**src/rtl/uart_pkg.sv**
```systemverilog
// Shared definitions for the UART receive/transmit blocks.
package uart_pkg;

  typedef enum logic [2:0] {
    ST_IDLE,
    ST_START,
    ST_DATA,
    ST_STOP,
    ST_GAP,
    ST_BRK
  } uart_state_e;

  localparam int   UART_NBYTES   = 4;
  localparam int   UART_DBITS    = 8;
  localparam logic UART_IDLE_LVL = 1'b1;

endpackage

```
**src/rtl/uart_sync2.sv**
```systemverilog
// Two-flop synchronizer for an asynchronous level, with a configurable reset value.
module uart_sync2 #(
  parameter logic RST_VAL = 1'b1
) (
  input  logic clk,
  input  logic rst,
  input  logic d,
  output logic q
);

  logic meta;

  // Resample the asynchronous input twice before anything else uses it.
  // NOTE: sequential state uses non-blocking (<=) so both flops update from pre-edge values.
  always_ff @(posedge clk) begin
    if (rst) begin
      meta <= RST_VAL;
      q    <= RST_VAL;
    end else begin
      meta <= d;
      q    <= meta;
    end
  end

endmodule

```
**src/rtl/uart_rx_pkt4.sv**
```systemverilog
// Oversampling 8N1 receiver that assembles four bytes into one packet,
// with start/stop validation and an inter-byte gap timeout.
module uart_rx_pkt4
  import uart_pkg::*;
#(
  parameter int OVS    = 16,
  parameter int GAP_TO = 160
) (
  input  logic       clk,
  input  logic       rst,
  input  logic       rxck,
  input  logic       rxsd,
  output logic       rcv_done,
  output logic [7:0] rpd0,
  output logic [7:0] rpd1,
  output logic [7:0] rpd2,
  output logic [7:0] rpd3,
  output logic       frm_err,
  output logic       busy
);

  localparam int TW = $clog2(OVS) + 1;
  localparam int GW = $clog2(GAP_TO + 1);

  localparam logic [TW-1:0] HALF_LAST = TW'(OVS / 2 - 1);
  localparam logic [TW-1:0] FULL_LAST = TW'(OVS - 1);
  localparam logic [GW-1:0] GAP_LAST  = GW'(GAP_TO - 1);
  localparam logic [GW-1:0] GAP_MAX   = GW'(GAP_TO);
  localparam logic [2:0]    BIT_LAST  = 3'(UART_DBITS - 1);
  localparam logic [1:0]    IDX_LAST  = 2'(UART_NBYTES - 1);

  uart_state_e           state, state_next;
  logic                  sd;
  logic [TW-1:0]         tick_cnt;
  logic [GW-1:0]         gap_cnt;
  logic [2:0]            bit_cnt;
  logic [1:0]            byte_idx;
  logic [UART_DBITS-1:0] shreg;
  logic [7:0]            byte_buf [UART_NBYTES-1];

  logic tick_clr, shift_en, byte_ok, pkt_done, err_pulse;

  uart_sync2 #(.RST_VAL(UART_IDLE_LVL)) u_sync (
    .clk (clk),
    .rst (rst),
    .d   (rxsd),
    .q   (sd)
  );

  assign busy = (state != ST_IDLE) && (state != ST_BRK);

  // State register.
  always_ff @(posedge clk) begin
    if (rst) state <= ST_IDLE;
    else     state <= state_next;
  end

  // Next-state decode and per-tick control strobes; nothing moves without rxck.
  always_comb begin
    // NOTE: every output gets a default first so no path leaves one unassigned (no latches).
    state_next = state;
    tick_clr   = 1'b0;
    shift_en   = 1'b0;
    byte_ok    = 1'b0;
    pkt_done   = 1'b0;
    err_pulse  = 1'b0;
    if (rxck) begin
      unique case (state)
        ST_IDLE: begin
          if (!sd) begin
            state_next = ST_START;
            tick_clr   = 1'b1;
          end
        end
        ST_START: begin
          if (tick_cnt == HALF_LAST) begin
            tick_clr = 1'b1;
            if (!sd)                 state_next = ST_DATA;
            else if (byte_idx == '0) state_next = ST_IDLE;
            else                     state_next = ST_GAP;
          end
        end
        ST_DATA: begin
          if (tick_cnt == FULL_LAST) begin
            tick_clr = 1'b1;
            shift_en = 1'b1;
            if (bit_cnt == BIT_LAST) state_next = ST_STOP;
          end
        end
        ST_STOP: begin
          if (tick_cnt == FULL_LAST) begin
            tick_clr = 1'b1;
            if (sd) begin
              byte_ok = 1'b1;
              if (byte_idx == IDX_LAST) begin
                pkt_done   = 1'b1;
                state_next = ST_IDLE;
              end else begin
                state_next = ST_GAP;
              end
            end else begin
              err_pulse  = 1'b1;
              state_next = ST_BRK;
            end
          end
        end
        ST_GAP: begin
          if (!sd) begin
            state_next = ST_START;
            tick_clr   = 1'b1;
          end else if (gap_cnt >= GAP_LAST) begin
            err_pulse  = 1'b1;
            state_next = ST_IDLE;
          end
        end
        ST_BRK: begin
          if (sd) state_next = ST_IDLE;
        end
        default: state_next = ST_IDLE;
      endcase
    end
  end

  // Tick, bit, gap and byte counters plus the data shift register.
  always_ff @(posedge clk) begin
    if (rst) begin
      tick_cnt <= '0;
      gap_cnt  <= '0;
      bit_cnt  <= '0;
      byte_idx <= '0;
      shreg    <= '0;
    end else if (rxck) begin
      tick_cnt <= tick_clr ? '0 : tick_cnt + 1'b1;
      if (shift_en) begin
        shreg   <= {sd, shreg[UART_DBITS-1:1]};
        bit_cnt <= bit_cnt + 1'b1;
      end else if (state == ST_START) begin
        bit_cnt <= '0;
      end
      // Gap time is measured from the stop-bit sample and saturates.
      if (byte_ok)                 gap_cnt <= '0;
      else if (gap_cnt != GAP_MAX) gap_cnt <= gap_cnt + 1'b1;
      // Leaving the packet (done, timeout or break) restarts at byte 0.
      if (state_next == ST_IDLE || state_next == ST_BRK) byte_idx <= '0;
      else if (byte_ok)                                   byte_idx <= byte_idx + 1'b1;
    end
  end

  // Holding buffer for bytes 0..2 while the rest of the packet arrives.
  // NOTE: the buffer has no reset; it is always written before it is read out.
  always_ff @(posedge clk) begin
    if (byte_ok && byte_idx != IDX_LAST) byte_buf[byte_idx] <= shreg;
  end

  // Registered strobes and the packet outputs, loaded all at once.
  always_ff @(posedge clk) begin
    if (rst) begin
      rcv_done <= 1'b0;
      frm_err  <= 1'b0;
      rpd0     <= '0;
      rpd1     <= '0;
      rpd2     <= '0;
      rpd3     <= '0;
    end else begin
      rcv_done <= pkt_done;
      frm_err  <= err_pulse;
      if (pkt_done) begin
        rpd0 <= byte_buf[0];
        rpd1 <= byte_buf[1];
        rpd2 <= byte_buf[2];
        rpd3 <= shreg;
      end
    end
  end

endmodule

```
**config.mk**
```make
export PLATFORM = sky130hd
export DESIGN_NAME = uart_rx_pkt4
export DESIGN_NICKNAME = d
export VERILOG_FILES = /design/src/rtl/uart_pkg.sv /design/src/rtl/uart_sync2.sv /design/src/rtl/uart_rx_pkt4.sv
export SDC_FILE = /design/constraint.sdc
export NUM_CORES = 1
export LEC_CHECK = 0
export CORE_AREA = 2 2 80 82
export CTS_CLUSTER_DIAMETER = 80
export CTS_CLUSTER_SIZE = 28
export DETAILED_ROUTE_END_ITERATION = 10
export DIE_AREA = 0 0 82 84
export PLACE_DENSITY = 0.92
export SLEW_MARGIN = 10
export SYNTH_ARGS = -nofsm -noshare
export SYNTH_HDL_FRONTEND = slang
export SYNTH_SLANG_ARGS = --single-unit
```
**constraint.sdc**
```tcl
create_clock -name clk -period 4.4 [get_ports clk]
set_input_delay 0.66 -clock clk [delete_from_list [all_inputs] [get_ports clk]]
set_output_delay 0.66 -clock clk [all_outputs]
set_load 0.1 [all_outputs]
```
Yosys cells after proc, flatten, opt, wreduce, memory -nomap -nowiden
Memories as Yosys holds them, arrays and structs flattened. A register that Yosys moved wholly into a read port is not among the register bits.
Cells that the tools add are included.
{"block": "totals", "rom_bits": 0, "out_inout_bits": 35, "ff_bits": 41, "ram_bits": 24, "latchBits": 0, "memories": 1, "in_bits": 4}
{"block": "op_classes", "shift": 0, "n_eq_ne": 13, "div": 0, "n_reduce_logical": 17, "n_bitwise": 1, "multipliers": 0, "n_lt_le_gt_ge": 1, "addsub": 4, "n_mux": 43}
{"memory": "byte_buf", "words": 3, "word_bits": 8, "rd": 3, "rd_clocked_by_memory_dff": 3, "wr": 1, "line_no": "uart_rx_pkt4.sv:39", "rtl": "logic [7:0] byte_buf [UART_NBYTES-1];"}
{"cell": "two-way mux 3 bit", "count": 15}
{"cell": "two-way mux 1 bit", "count": 20}
{"cell": "case mux 3 bit (6 select lines)", "count": 1}
{"cell": "two-way mux 8 bit", "count": 2}
{"cell": "equality test 3 bit (second input constant)", "count": 4}
{"cell": "adder 8 x 1 -> 8 bit (second input constant)", "count": 1}
{"cell": "greater-or-equal comparator 8 bit (second input constant)", "count": 1}
{"cell": "!= test 8 bit (second input constant)", "count": 1}
{"cell": "AND reduction 2 bit", "count": 4}
{"cell": "equality test 3 x 2 -> 1 bit (second input constant)", "count": 2}
{"cell": "zero test 3 bit", "count": 2}
{"cell": "nonzero test 2 bit", "count": 3}
{"cell": "OR reduction 2 bit", "count": 3}
{"cell": "adder 5 x 1 -> 5 bit (second input constant)", "count": 1}
{"cell": "equality test 5 x 3 -> 1 bit (second input constant)", "count": 1}
{"cell": "equality test 5 x 4 -> 1 bit (second input constant)", "count": 1}
{"cell": "two-way mux 5 bit", "count": 1}
{"cell": "two-way mux 2 bit", "count": 2}
{"cell": "adder 3 x 1 -> 3 bit (second input constant)", "count": 1}
{"cell": "equality test 3 x 1 -> 1 bit (second input constant)", "count": 1}
{"cell": "!= test 3 bit (second input constant)", "count": 1}
{"cell": "case mux 1 bit (3 select lines)", "count": 1}
{"cell": "nonzero test 3 bit", "count": 1}
{"cell": "adder 2 x 1 -> 2 bit (second input constant)", "count": 1}
{"cell": "other kinds (7)", "count": 8}

Longest topological paths before layout
{"block": "logic_depth", "depth_word": 10, "depth_mapped": 10, "depth_no_buf": 9}

Modules after synthesis
From an unflattened synthesis, not the netlist that was laid out.
{"block": "hier_totals", "hier_cells": 353, "area_unflattened_um2": 3499.6}
{"mod": "uart_rx_pkt4", "instances": 1, "cells_each": 349, "area_each_um2": 3447.1, "seq_area_each_um2": 1981.9}
{"mod": "uart_sync2", "instances": 1, "cells_each": 4, "area_each_um2": 52.6, "seq_area_each_um2": 40.0}

Worst setup path after synthesis
Ideal clock, no wire load.
{"block": "synth_timing", "path_type": "reg2reg", "startpoint": "register tick_cnt[0]", "endpoint": "memory byte_buf[0][0] (enable)", "stages_incl_launch_ff": 8, "setup_ps": 332, "path_slack_ps": 2287, "arrival_ps": 1782, "path_cell_list": "dfxtp_1 > ha_1 > and3_1 > ha_1 > nand3_2 > or2_2 > nor2_1 > and2_1"}
{"block": "synth_via", "elab_chain_cells": 7}
{"element": "from (decl)", "line_no": "uart_rx_pkt4.sv:34", "rtl": "logic [TW-1:0] tick_cnt;"}
{"element": "from (signal assigned)", "line_no": "uart_rx_pkt4.sv:133", "rtl": "tick_cnt <= tick_clr ? '0 : tick_cnt + 1'b1;"}
{"element": "equality test 5 x 4 -> 1 bit", "line_no": "uart_rx_pkt4.sv:91", "rtl": "if (tick_cnt == FULL_LAST) begin"}
{"element": "two-way mux 1 bit", "line_no": "uart_rx_pkt4.sv:91"}
{"element": "two-way mux 1 bit", "line_no": "uart_rx_pkt4.sv:68", "rtl": "unique case (state)"}
{"element": "two-way mux 1 bit", "line_no": "uart_rx_pkt4.sv:67", "rtl": "if (rxck) begin"}
{"element": "logical AND 1 bit", "line_no": "uart_rx_pkt4.sv:152", "rtl": "if (byte_ok && byte_idx != IDX_LAST) byte_buf[byte_idx] <= shreg;"}
{"element": "two-way mux 1 bit", "line_no": "uart_rx_pkt4.sv:152"}
{"element": "two-way mux 1 bit (implied by the code)", "line_no": "uart_rx_pkt4.sv:152"}
{"element": "to (decl)", "line_no": "uart_rx_pkt4.sv:39"}
Every way passes these cells.

Final worst setup path
{"block": "layout_timing", "startpoint": "register state[2]", "endpoint": "output port busy"}
{"block": "layout_via", "elab_chain_cells": 2, "elab_cells_between_ends": 3}
{"element": "from (decl)", "line_no": "uart_rx_pkt4.sv:32", "rtl": "uart_state_e state, state_next;"}
{"element": "from (signal assigned)", "line_no": "uart_rx_pkt4.sv:55", "rtl": "else state <= state_next;"}
{"element": "!= test 3 bit or nonzero test 3 bit (tied branches)", "line_no": "uart_rx_pkt4.sv:50", "rtl": "assign busy = (state != ST_IDLE) && (state != ST_BRK);"}
{"element": "logical AND 1 bit (*)", "line_no": "uart_rx_pkt4.sv:50"}
{"element": "to (decl)", "line_no": "uart_rx_pkt4.sv:19", "rtl": "output logic busy"}
Mark *: on every way between the ends. The rest lies on a longest branch, timed or not.

==> results.md <==
- Clk slew on worst S/H paths: 0.09 ns
- Slowest cell on crit path: clkdlybuf4s50_1
- Initial antenna violation count: 0
- Filler instances: about 460
- Delay-heaviest family, CP: buffers and inverters
- Setup_tns: 0 ns
- Status: finished, final reports clean
- Mapped Area: 3490 um^2
- Drt drc: 0
- Vias: 2494
- Reg power frac: 59.5%
- Final WL: 6.39 mm
- Cells after Synth: ~350
- CTS tree: built
- Async SR Flop Fraction: 0%
- Final setup fails: 0
- Final worst path period need: roughly 3.3 ns
- Post-cts resize count: 0
- Total track usage: 20.2%
- CTS max path bufs: 2
- Layout cell share with drive strength beyond 1: 7.69%
- Iter 0 DRT Violations: around 150
- P_int: ~1.1 mW
- Syn_nets: roughly 370
- Net Sw Frac: approximately a quarter
- Avg Inst Size Synth: 9.90 um^2
- Largest cells by area after synthesis: dfxtp_1, edfxtp_1, nand2_1
- Count leader, synth: nand2_1
- CP bufs+invs: 1
- Tcrit/Tclk final: 74.1%
- Worst Reg-to-Reg Cells: 8
- # rows: 29
- TritonCTS Buffers: 9
- ANT cells: 0
- Top_reg_cell synth: dfxtp_1
- Core area: 6100 um^2
- Post-CTS Setup Inserts: 0
- Required @ worst endpoint: ~3.7 ns
- Cells along the critical path: and2b_2, or3_1, clkdlybuf4s50_1
- DR WL/cell: 13.7 um
- Top cells by count, synth: nand2_1, dfxtp_1, nor2_1
- Place WS: 1.19 ns
- Synth-to-layout area growth: 16.7%
- First-pass GRT wire length: 10.7 mm
- Crit end category: primary output
- WS Path Type: register to primary output
- Nets@finish: 399
- Post-CTS Hold Buffers: 0
- Critical Path AT: 2.60 ns
- Routed Antenna Nets: 0
- H-tree depth: 3
- Netlist cell types: 45
- Pwr Total: approximately 1.4 mW
- Max_slew headroom: 29.6%
- Logic pwr share: under 10%
- Register area: 2020 um^2
- Register bit total from synthesis: 89
- Leakage: about 1.4 nW
- DP HPWL: between 4 and 5 mm
- Routability cong.: ~0.79
- Unrepaired setup endpoints after global routing: false
- Die Width: 82 um
- Chip height: 84 um
- Max Fclk: between 0.3 and 0.4 GHz
- Worst skew pair latency: ~0.36 ns
- 1st-pass router iterations: 4
- Worst VDD drop: 229 uV
- Die area: 6890 um^2
- Crit. path cell count: 3
- Crit-path max FO: 12
- Port bufs: 38
- Startpoint types: register
- Initial Util: a little under three fifths
- Clk pwr share: 36.6%
- Cell taking the most area after synthesis: dfxtp_1
- Worst Hold Path Cells: 1
- Hold Fails Final Rpt: 0
- Largest stage delay, worst path: 0.98 ns
- Slew @ Worst Pin: 1.06 ns
- Vias in the first global route: 2417
- Power per cell area: 351 nW/um^2
- Gr ovfl total: 0
- Root Driver: clkbuf_8
- Pin count of the biggest net entering global routing: 50
- Layout Skew: 0.0108 ns
- Min-Delay Path Class: register to register
- Total I/O pin count: 39
- Sw Pwr: about 0.34 mW
- Area of the multi-input gates: 1340 um^2
- Synth warnings: 0
- Setup ws final: 1.14 ns
- Final Max Slew Viols: 0
- Synth top area share: roughly 37%
- Avg Vias per Cell: 5.34
- Clock sink total: 89
- Max_cap viols: 0
- Register area share after synthesis: 57.9%
- Number of synthesized flops with an enable pin: 24
layer usage:
| layer | track usage, % | vias up | share of wire (%) |
|---|---|---|---|
| met5 | 0 | - | 0 |
| met4 | 11.1 | 0 | 2.6 |
| met3 | 4.00 | 14 | 3.9 |
| met2 | 34.0 | 63 | 51 |
| met1 | 23.6 | 1153 | 43 |
| li1 | - | 1264 | - |
final timing paths:
path | start | to | slack [ns]
hold reg to reg | u_sync.meta$_SDFF_PP1_ | u_sync.q$_SDFF_PP1_ | 0.41
hold / removal | u_sync.meta$_SDFF_PP1_ | u_sync.q$_SDFF_PP1_ | 0.41
setup reg to reg | tick_cnt[0]$_SDFFE_PP0P_ | rpd0[6]$_SDFFE_PP0P_ | 1.77
setup / recovery | state[2]$_SDFF_PP0_ | busy | 1.14
layout make-up:
type	instances	area share, %
sequential	89	49.6
multi-input combinational	236	32.9
timing repair buffer	40	9.70
clock buffer	10	3.38
tap	77	2.36
clock inverter	6	1.17
inverter	9	0.829
per-stage QoR:
| stage | utilization, % | instance area [um^2] | cells | hold slack (ns) |
|---|---|---|---|---|
| finish | 66.9 | 4080 | 467 | 0.410 |
| global route | 66.9 | 4080 | 467 | 0.434 |
| CTS | 66.9 | 4080 | 467 | 0.413 |
| detailed placement | 63.8 | 3890 | 451 | 0.393 |
| global placement | 63.8 | 3890 | 451 | 0.397 |
| floorplan | - | 3490 | 353 | 0.389 |
power groups by stage:
stage	Combinational [mW]	Sequential, mW	Clock (mW)
floorplan	0.0486	0.865	0
detailed placement	0.0564	0.870	0
finish	0.0564	0.852	0.523
global placement	0.0544	0.870	0
CTS	0.0569	0.852	0.537
global route	0.0631	0.853	0.566
layout by cell type, fill, tap and decap left out, types with 3 or more instances in the layout:
cell,instances
o21ai_0,5
and3_1,3
nand2_1,75
dfxtp_1,65
a21oi_1,34
mux2i_1,12
inv_1,9
nor2b_1,4
xnor2_1,5
and2_1,5
xor2_1,6
nor3_1,4
or2_2,4
clkbuf_8,10
edfxtp_1,24
ha_1,10
nor2_1,36
nand4_1,4
a211oi_1,3
a22oi_1,3
clkdlybuf4s50_1,38
state kept, by name (all words and copies together) (netlist names):
signal / count
rpd3: 8
u_sync.meta: 1
tick_cnt: 5
rcv_done: 1
shreg: 8
state: 3
rpd2: 8
bit_cnt: 3
rpd0: 8
u_sync.q: 1
byte_buf: 24
byte_idx: 2
gap_cnt: 8
frm_err: 1
rpd1: 8
kinds of logic (layout without fill, tap and decap cells):
kind of cell    Yosys count  in the layout  share of synthesized area [%]
buf+inv                  28             65                           3.69
compound gates           55             55                           9.31
flops                    89             89                           57.9
xor+xnor                 11             11                           2.76
mux                      13             13                           3.76
simple gates            147            147                           19.0
fa+ha+maj                10             10                           3.58
worst register-to-register path, stage by stage, from the launching register on:
cell	delay, ns
dfxtp_1	0.38
ha_1	0.20
and3_1	0.17
ha_1	0.27
nand3_2	0.16
nor2_2	0.20
and2_1	0.85
nand2_1	0.14
a21oi_1	0.19
No activity file was read; power rests on OpenSTA's default activity.
